[src/rtl/memory_access_unit.sv]
// MEM stage: load/store alignment, busywait handshake with data memory,
// and the MEM/WB pipeline register that also feeds WB-side forwarding.
module memory_access_unit #(
  parameter int unsigned ADDR_W = 32
) (
  input  logic              CLK,
  input  logic              RESET,
  input  logic [31:0]       ex_result,
  input  logic [31:0]       store_data,
  input  logic              mem_read_en,
  input  logic              mem_write_en,
  input  logic [2:0]        func3,
  input  logic [4:0]        reg_write_address_in,
  input  logic              reg_write_en_in,
  input  logic [31:0]       dmem_readdata,
  input  logic              dmem_busywait,
  output logic              dmem_read,
  output logic              dmem_write,
  output logic [ADDR_W-1:0] dmem_address,
  output logic [31:0]       dmem_writedata,
  output logic [3:0]        dmem_byteenable,
  output logic              stall,
  output logic              mem_fault,
  output logic [31:0]       wb_data,
  output logic [4:0]        wb_address,
  output logic              wb_write_en
);

  typedef enum logic {IDLE, ACCESS} state_t;

  state_t state_q, state_d;

  // Request captured at the start of a waited access, replayed in ACCESS
  logic              req_read_q, req_write_q;
  logic [ADDR_W-1:0] req_addr_q;
  logic [31:0]       req_wdata_q;
  logic [3:0]        req_be_q;
  logic [2:0]        req_func3_q;
  logic [1:0]        req_lane_q;

  logic        is_load, is_store, misaligned, load_f3_bad, store_f3_bad, req_bad;
  logic [1:0]  lane_in;
  logic [3:0]  be_in;
  logic [31:0] wdata_in;
  logic        bad, store_now, load_done;
  logic [2:0]  ext_f3;
  logic [1:0]  ext_lane;
  logic [31:0] shifted, load_value;
  logic [7:0]  byte_v;
  logic [15:0] half_v;

  // Decode of the incoming request; read wins if both enables are set
  assign lane_in      = ex_result[1:0];
  assign is_load      = mem_read_en;
  assign is_store     = mem_write_en & ~mem_read_en;
  assign misaligned   = ((func3[1:0] == 2'b01) & lane_in[0]) |
                        ((func3[1:0] == 2'b10) & (lane_in != 2'b00));
  assign load_f3_bad  = (func3 == 3'b011) | (func3[2:1] == 2'b11);
  assign store_f3_bad = func3[2] | (func3[1:0] == 2'b11);
  assign req_bad      = is_load  ? (load_f3_bad | misaligned) :
                        is_store ? (store_f3_bad | misaligned) : 1'b0;

  // Store lane steering: replicate data, enable only the addressed lanes
  always_comb begin
    be_in    = 4'b0000;
    wdata_in = 32'h0;
    unique case (func3[1:0])
      2'b00: begin
        be_in    = 4'(4'b0001 << lane_in);
        wdata_in = {4{store_data[7:0]}};
      end
      2'b01: begin
        be_in    = 4'(4'b0011 << lane_in);
        wdata_in = {2{store_data[15:0]}};
      end
      2'b10: begin
        be_in    = 4'b1111;
        wdata_in = store_data;
      end
      default: begin
        be_in    = 4'b0000;
        wdata_in = 32'h0;
      end
    endcase
  end

  // State register
  always_ff @(posedge CLK or negedge RESET) begin
    if (!RESET) state_q <= IDLE;
    else        state_q <= state_d;
  end

  // Next state and memory-side outputs; strobes are forced low during reset
  always_comb begin
    state_d         = state_q;
    dmem_read       = 1'b0;
    dmem_write      = 1'b0;
    dmem_address    = '0;
    dmem_writedata  = 32'h0;
    dmem_byteenable = 4'b0000;
    bad             = 1'b0;
    store_now       = 1'b0;
    ext_f3          = func3;
    ext_lane        = lane_in;
    unique case (state_q)
      IDLE: begin
        bad       = req_bad;
        store_now = is_store;
        if (!req_bad && (is_load || is_store)) begin
          dmem_read       = is_load;
          dmem_write      = is_store;
          dmem_address    = ADDR_W'({ex_result[31:2], 2'b00});
          dmem_writedata  = is_store ? wdata_in : 32'h0;
          dmem_byteenable = is_store ? be_in : 4'b0000;
        end
        if ((dmem_read || dmem_write) && dmem_busywait) state_d = ACCESS;
      end
      ACCESS: begin
        dmem_read       = req_read_q;
        dmem_write      = req_write_q;
        dmem_address    = req_addr_q;
        dmem_writedata  = req_wdata_q;
        dmem_byteenable = req_be_q;
        store_now       = req_write_q;
        ext_f3          = req_func3_q;
        ext_lane        = req_lane_q;
        if (!dmem_busywait) state_d = IDLE;
      end
      default: state_d = IDLE;
    endcase
    if (!RESET) begin
      dmem_read       = 1'b0;
      dmem_write      = 1'b0;
      dmem_byteenable = 4'b0000;
      bad             = 1'b0;
    end
  end

  assign stall     = (dmem_read | dmem_write) & dmem_busywait;
  assign load_done = dmem_read & ~dmem_busywait;

  // Load lane extraction with sign/zero extension
  assign shifted = dmem_readdata >> {ext_lane, 3'b000};
  assign byte_v  = shifted[7:0];
  assign half_v  = ext_lane[1] ? dmem_readdata[31:16] : dmem_readdata[15:0];

  always_comb begin
    load_value = dmem_readdata;
    unique case (ext_f3)
      3'b000:  load_value = {{24{byte_v[7]}}, byte_v};
      3'b100:  load_value = {24'h0, byte_v};
      3'b001:  load_value = {{16{half_v[15]}}, half_v};
      3'b101:  load_value = {16'h0, half_v};
      default: load_value = dmem_readdata;
    endcase
  end

  // Capture the request when an access has to wait
  always_ff @(posedge CLK or negedge RESET) begin
    if (!RESET) begin
      req_read_q  <= 1'b0;
      req_write_q <= 1'b0;
      req_addr_q  <= '0;
      req_wdata_q <= 32'h0;
      req_be_q    <= 4'b0000;
      req_func3_q <= 3'b000;
      req_lane_q  <= 2'b00;
    end else if (state_q == IDLE && stall) begin
      req_read_q  <= dmem_read;
      req_write_q <= dmem_write;
      req_addr_q  <= dmem_address;
      req_wdata_q <= dmem_writedata;
      req_be_q    <= dmem_byteenable;
      req_func3_q <= func3;
      req_lane_q  <= lane_in;
    end
  end

  // MEM/WB register: bubble while stalled, fault pulse on a bad access
  always_ff @(posedge CLK or negedge RESET) begin
    if (!RESET) begin
      wb_data     <= 32'h0;
      wb_address  <= 5'd0;
      wb_write_en <= 1'b0;
      mem_fault   <= 1'b0;
    end else begin
      mem_fault <= bad;
      if (stall) begin
        wb_write_en <= 1'b0;
      end else begin
        wb_data     <= load_done ? load_value : ex_result;
        wb_address  <= reg_write_address_in;
        wb_write_en <= reg_write_en_in & ~bad & ~store_now;
      end
    end
  end

endmodule

[config.mk]
export PLATFORM = sky130hd
export DESIGN_NAME = memory_access_unit
export DESIGN_NICKNAME = d
export VERILOG_FILES = /design/src/rtl/memory_access_unit.sv
export SDC_FILE = /design/constraint.sdc
export NUM_CORES = 1
export LEC_CHECK = 0
export BUFFER_PORTS_ARGS = -buffer_cell sky130_fd_sc_hd__buf_2
export CAP_MARGIN = 25
export CORE_MARGIN = 1
export CORE_UTILIZATION = 45
export CTS_CLUSTER_DIAMETER = 50
export DETAILED_ROUTE_END_ITERATION = 16
export PLACE_DENSITY = 0.82
export RECOVER_POWER = 50
export SLEW_MARGIN = 20
export SYNTH_ARGS = -nofsm -noshare
export SYNTH_HDL_FRONTEND = slang
export SYNTH_SLANG_ARGS = --single-unit
export TNS_END_PERCENT = 5
[constraint.sdc]
create_clock -name CLK -period 2.4 [get_ports CLK]
set_input_delay 0.36 -clock CLK [delete_from_list [all_inputs] [get_ports CLK]]
set_output_delay 0.36 -clock CLK [all_outputs]
set_load 0.03 [all_outputs]
* Yosys cells after proc, flatten, opt, wreduce, memory -nomap -nowiden
Index checks and enable logic that the tools add are counted.
Cells by class: add/sub/neg operators 0, multiply operators 0, divide/modulo/power cells 0, $lt $le $gt $ge 0, equality and inequality tests 8, shift-type cells 3, multiplexer cells 33, bitwise logic cells 18, reduce and logical (&&, ||, !) cells 9
Operators with widths (count):
- $mux 32 | 4
- $pmux 32 s2 | 2
- $pmux 32 s4 | 1
- $pmux 32 s3 | 1
- $shr 32x5->8 | 1
- $mux 16 | 1
- $mux 1 | 13
- $mux 4 | 3
- $pmux 4 s3 | 1
- $pmux 1 s2 | 4
- $pmux 4 s2 | 1
- $and 1x1->1 | 7
- $eq 2x2->1 const B | 3
- $eq 3x3->1 const B | 2
- $or 1x1->1 | 6
- $not 1->1 | 5
- $shl 1x2->4 const A | 1
- $shl 2x2->4 const A | 1
- $eq 3x1->1 const B | 1
- $eq 3x2->1 const B | 1
- $logic_and 1x1->1 | 3
- $logic_not 3->1 | 1
- $mux 3 | 1
- $eq 2x1->1 const B | 1
- other kinds (5) | 6
Word-level totals: bits in registers 115, bits in latches 0, RAM bits 0, memory bits (read-only) 0, input bits 110, output and inout bits 110, word-level logic and storage cells 83, memories kept 0

* Longest topological paths before layout
depth in word-level cells 15, depth in mapped cells 10, mapped depth without buffers 7

* Worst setup path after synthesis
No wires, ideal clock.
path kind in2out, from input func3[0], to output dmem_address[18], arrival 2.215 ns, data required time 2.040 ns, slack -0.175 ns, stages 7, buffers on the path 2, path through buf_2 nor3_1 o21bai_1 o21ai_1 clkbuf_1 nand2_1 o21ai_0
Between the ends: word-level cells in the longest chain between the ends 10, elaborated cells between the ends (all ways) 17, classes of those cells eq/ne: 4; mux: 4; bitwise: 7; reduce/logical: 2
RTL lines:
- start, declared | line 12 | input logic [2:0] func3,
- $eq 2x1->1 or $eq 2x2->1 (tied branches) | line 56, 57
- $and 1x1->1, on equally long branches | line 56, 57
- $or 1x1->1 | line 56 | assign misaligned = ((func3[1:0] == 2'b01) & lane_in[0]) |
- $or 1x1->1 | line 61 | is_store ? (store_f3_bad | misaligned) : 1'b0;
- $mux 1 | line 61
- $mux 1 (*) | line 60 | assign req_bad = is_load ? (load_f3_bad | misaligned) :
- $logic_not 1->1 (*) | line 109 | if (!req_bad && (is_load || is_store)) begin
- $logic_and 1x1->1 (*) | line 109
- $mux 32 (*) | line 109
- $pmux 32 s2 (*) | line 105 | unique case (state_q)
- end, declared | line 19 | output logic [ADDR_W-1:0] dmem_address,
Mark *: on every way between the ends. The rest lies on a longest branch, timed or not.

* Worst setup path in the final report
from register state_q, to output dmem_byteenable[2]
Between the ends: word-level cells in the longest chain between the ends 3
RTL lines:
- start, declared | line 31 | state_t state_q, state_d;
- start signal, assigned | line 90 | else state_q <= state_d;
- $not 1->1
- $pmux 4 s2 (*) | line 105
- $mux 4 (*) | line 131 | if (!RESET) begin
- end, declared | line 21 | output logic [3:0] dmem_byteenable,
Marks and branches as above.

==> flow_summary.ini <==
[timing]
worstMarginPinSlew_ns = 1.54
finalSetupTns_ns = 0
timing.hold.ws_ns = 0.142
maxSlewViolCount = 61
fmax_ghz = 0.424
max_slew_margin = -0.0269
fin_crit_sh = 0.982
min_period_ns = 2.36
setup_viol = 0
hold_violations = 0
rsz0062_at_grt = yes
clock-skew-final_ns = 0.00842

[setup_path]
reg2reg_depth = 7
crit_fanout = 21
worstPathRequired_ns = 2.04
worstPathCellList = nor4b_4 > o21ai_2 > buf_4 > o21ai_1 > and2_1 > buf_4
r2r_slack_ns = 0.07
end_kind = output pin
path_class = register to output pin
r2r_start = state_q
crit_start = state_q
endpoint = dmem_byteenable[2]
critPathArrivalTime_ns = 2.00
start_kind = register
cp_slowest_cell = dfrtp_4
crit_family = flip-flops
cp_slowest_stage_delay_ns = 0.54
r2r_end = wb_data[3]
worstPathBufferInverterCount = 2
crit_top_cell = buf_4
cp.depth = 6

[finish]
multi_input_area_um2 = 3220
syn2layout_area_growth_pct = 31.4
fin_nets = 1123
antenna_cells = 0
seqCellArea_um2 = 2880
nFillCells = 1260
design_area_um2 = 8440
drive_above_1_share = 0.269
finalNonFillerCells = 1206

[worst_hold_path]
hold_class = input pin to register

[floorplanning]
start_util = 0.463
fp.dieW_um = 121
die_h_um = 121
die-area_um2 = 14800
rows = 43
io_pins = 220
core-area_um2 = 13900

[cts]
clk_transition_reported_paths_ns = 0.06
clockBufferDepth = 2
clk_latency_ns = 0.42
htree_levels = 4
root_buffer = clkbuf_16
numCtsBuffers = 17
cts_num_sinks = 115
cts_tree = built

[run_status]
failed_checks = capacitance limit, slew limit
outcome = finished, violations left

[yosys]
ys_top_cells_by_count = nand2_1 (262), o21ai_0 (126), dfrtp_1 (115), nor2_1 (39), clkbuf_1 (36)
yosys.area.top_type = dfrtp_1
synth.most_common_cell = nand2_1
synth_seq_area_share = 0.448
async_flop_share = 1.00
ys_top_cells_by_area = dfrtp_1 (45%), nand2_1 (15%), o21ai_0 (9.8%)
mappedNetlistArea_um2 = 6420
syn_area_per_cell_um2 = 7.97
synth-edff-count = 0
ys_warn_count = 0
synth_ff_type = dfrtp_1
synth-seq-cells = 115
ys_types = 54
synth_cells = 806
yosysTopAreaCellShare = 0.448
syn-num-nets = 916

[pwr]
leakage_nw = 4.22
ir_drop_v = 0.000439
power_density_nw_per_um2 = 763

[place]
dp_hpwl_um = 14900
dp_cells = 1172
place_area_um2 = 7760
gp_congestion = 0.919
portBuffers = 219

[drt]
wl_per_cell_um = 17.4
drc = 0
wirelength_um = 21000
via_per_inst = 5.54
first_pass_iters = 6
ant_nets = 0
vias = 6686
drt_iter0_markers = 576

[global_routing]
grt_max_degree = 119
grt_usage = 0.293
grt_overflow = 0
grt_pass1_vias = 6241
grt_pass1_wl_um = 32900
antenna_found_initial = 1

[job]
max_cap_violations = 1
==> cells by family (layout without fill, tap and decap cells) <==
| logic type | count (synthesis) | in the layout | synth area share |
|---|---|---|---|
| compound gates | 231 | 231 | 0.225 |
| simple gates | 350 | 350 | 0.223 |
| flops | 115 | 115 | 0.448 |
| buf+inv | 82 | 302 | 0.0575 |
| mux | 28 | 28 | 0.0466 |
==> flip-flops by register name, summed over array words and instances, names as in the netlist <==
| signal | count |
|---|---|
| req_wdata_q | 32 |
| req_func3_q | 3 |
| mem_fault | 1 |
| wb_address | 5 |
| state_q | 1 |
| req_read_q | 1 |
| req_be_q | 4 |
| req_lane_q | 2 |
| req_addr_q | 32 |
| wb_write_en | 1 |
| wb_data | 32 |
| req_write_q | 1 |
==> what timing repair did <==
action                                  4_1_cts  5_1_grt
endpoints found under the setup margin       26       20
gates cloned                                  0        0
setup buffers                                 0        0
hold buffers                                  2        0
hold endpoints to repair                      9        0
resized for setup                            10        7
==> stage by stage <==
step / setup WS (ns) / total power [W] / util
6_report: 0.0436 / 0.00644 / 0.608
5_1_grt: -0.0518 / 0.00670 / 0.608
4_1_cts: 0.0131 / 0.00648 / 0.611
3_5_place_dp: -0.0456 / 0.00361 / 0.559
3_3_place_gp: 0.0501 / 0.00358 / 0.559
2_1_floorplan: -0.175 / 0.00312 / -
==> cells in the final DEF (no fill, tap or decap), drive strengths merged, types with 3 or more instances in the layout <==
| cell | synthesis | routed |
|---|---|---|
| nand3 | 3 | 3 |
| a21oi | 13 | 13 |
| clkbuf | 36 | 63 |
| o21ai | 144 | 144 |
| nor3 | 21 | 21 |
| mux2 | 9 | 9 |
| o31ai | 11 | 11 |
| and2 | 6 | 6 |
| buf | 25 | 204 |
| a21o | 13 | 13 |
| clkinvlp | 0 | 3 |
| dfrtp | 115 | 115 |
| a22o | 3 | 3 |
| nor2b | 4 | 4 |
| mux2i | 19 | 19 |
| nand2b | 3 | 3 |
| bufinv | 0 | 5 |
| a211oi | 17 | 17 |
| inv | 21 | 21 |
| a221oi | 8 | 8 |
| a21boi | 3 | 3 |
| o211a | 6 | 6 |
| nand2 | 262 | 262 |
| clkinv | 0 | 4 |
| nor2 | 40 | 40 |
==> routing by layer <==
layer | routed length, um | GRT usage | up-vias | part of all wire
li1 | - | - | 3151 | -
met1 | 8670 | 0.371 | 3131 | 0.41
met2 | 9850 | 0.473 | 367 | 0.47
met3 | 2000 | 0.0799 | 37 | 0.095
met4 | 482 | 0.117 | 0 | 0.023
met5 | 0 | 0 | - | 0
==> tightest hold or removal path, delay by kind of cell <==
kind	cells	cell delay, ns
AND/OR/NAND/NOR	2	0.09
buffers and inverters	1	0.07
==> area by class of cell <==
class	count	area share
timing repair buffer	249	0.162
tap	180	0.0267
clock buffer	20	0.0541
inverter	21	0.00934
multi-input combinational	609	0.382
sequential	115	0.341
clock inverter	12	0.0242
==> report_power, final <==
part           total [W]  switching, W  internal [W]
Sequential       0.00229      0.000137       0.00215
Clock            0.00284      0.000945       0.00190
Combinational    0.00130      0.000873      0.000431
Total            0.00644       0.00196       0.00448
==> worst min-delay path by stage <==
stage,depth (start not counted),to,from,slack [ns]
2_1_floorplan,0,mem_fault,RESET,0.06
3_3_place_gp,1,req_read_q,RESET,0.21
3_5_place_dp,1,req_read_q,RESET,0.22
4_1_cts,3,wb_address[2],reg_write_address_in[2],0.12
5_1_grt,3,wb_address[4],reg_write_address_in[4],0.15
6_report,3,wb_address[2],reg_write_address_in[2],0.14
Power figures use the tool's default switching activity.
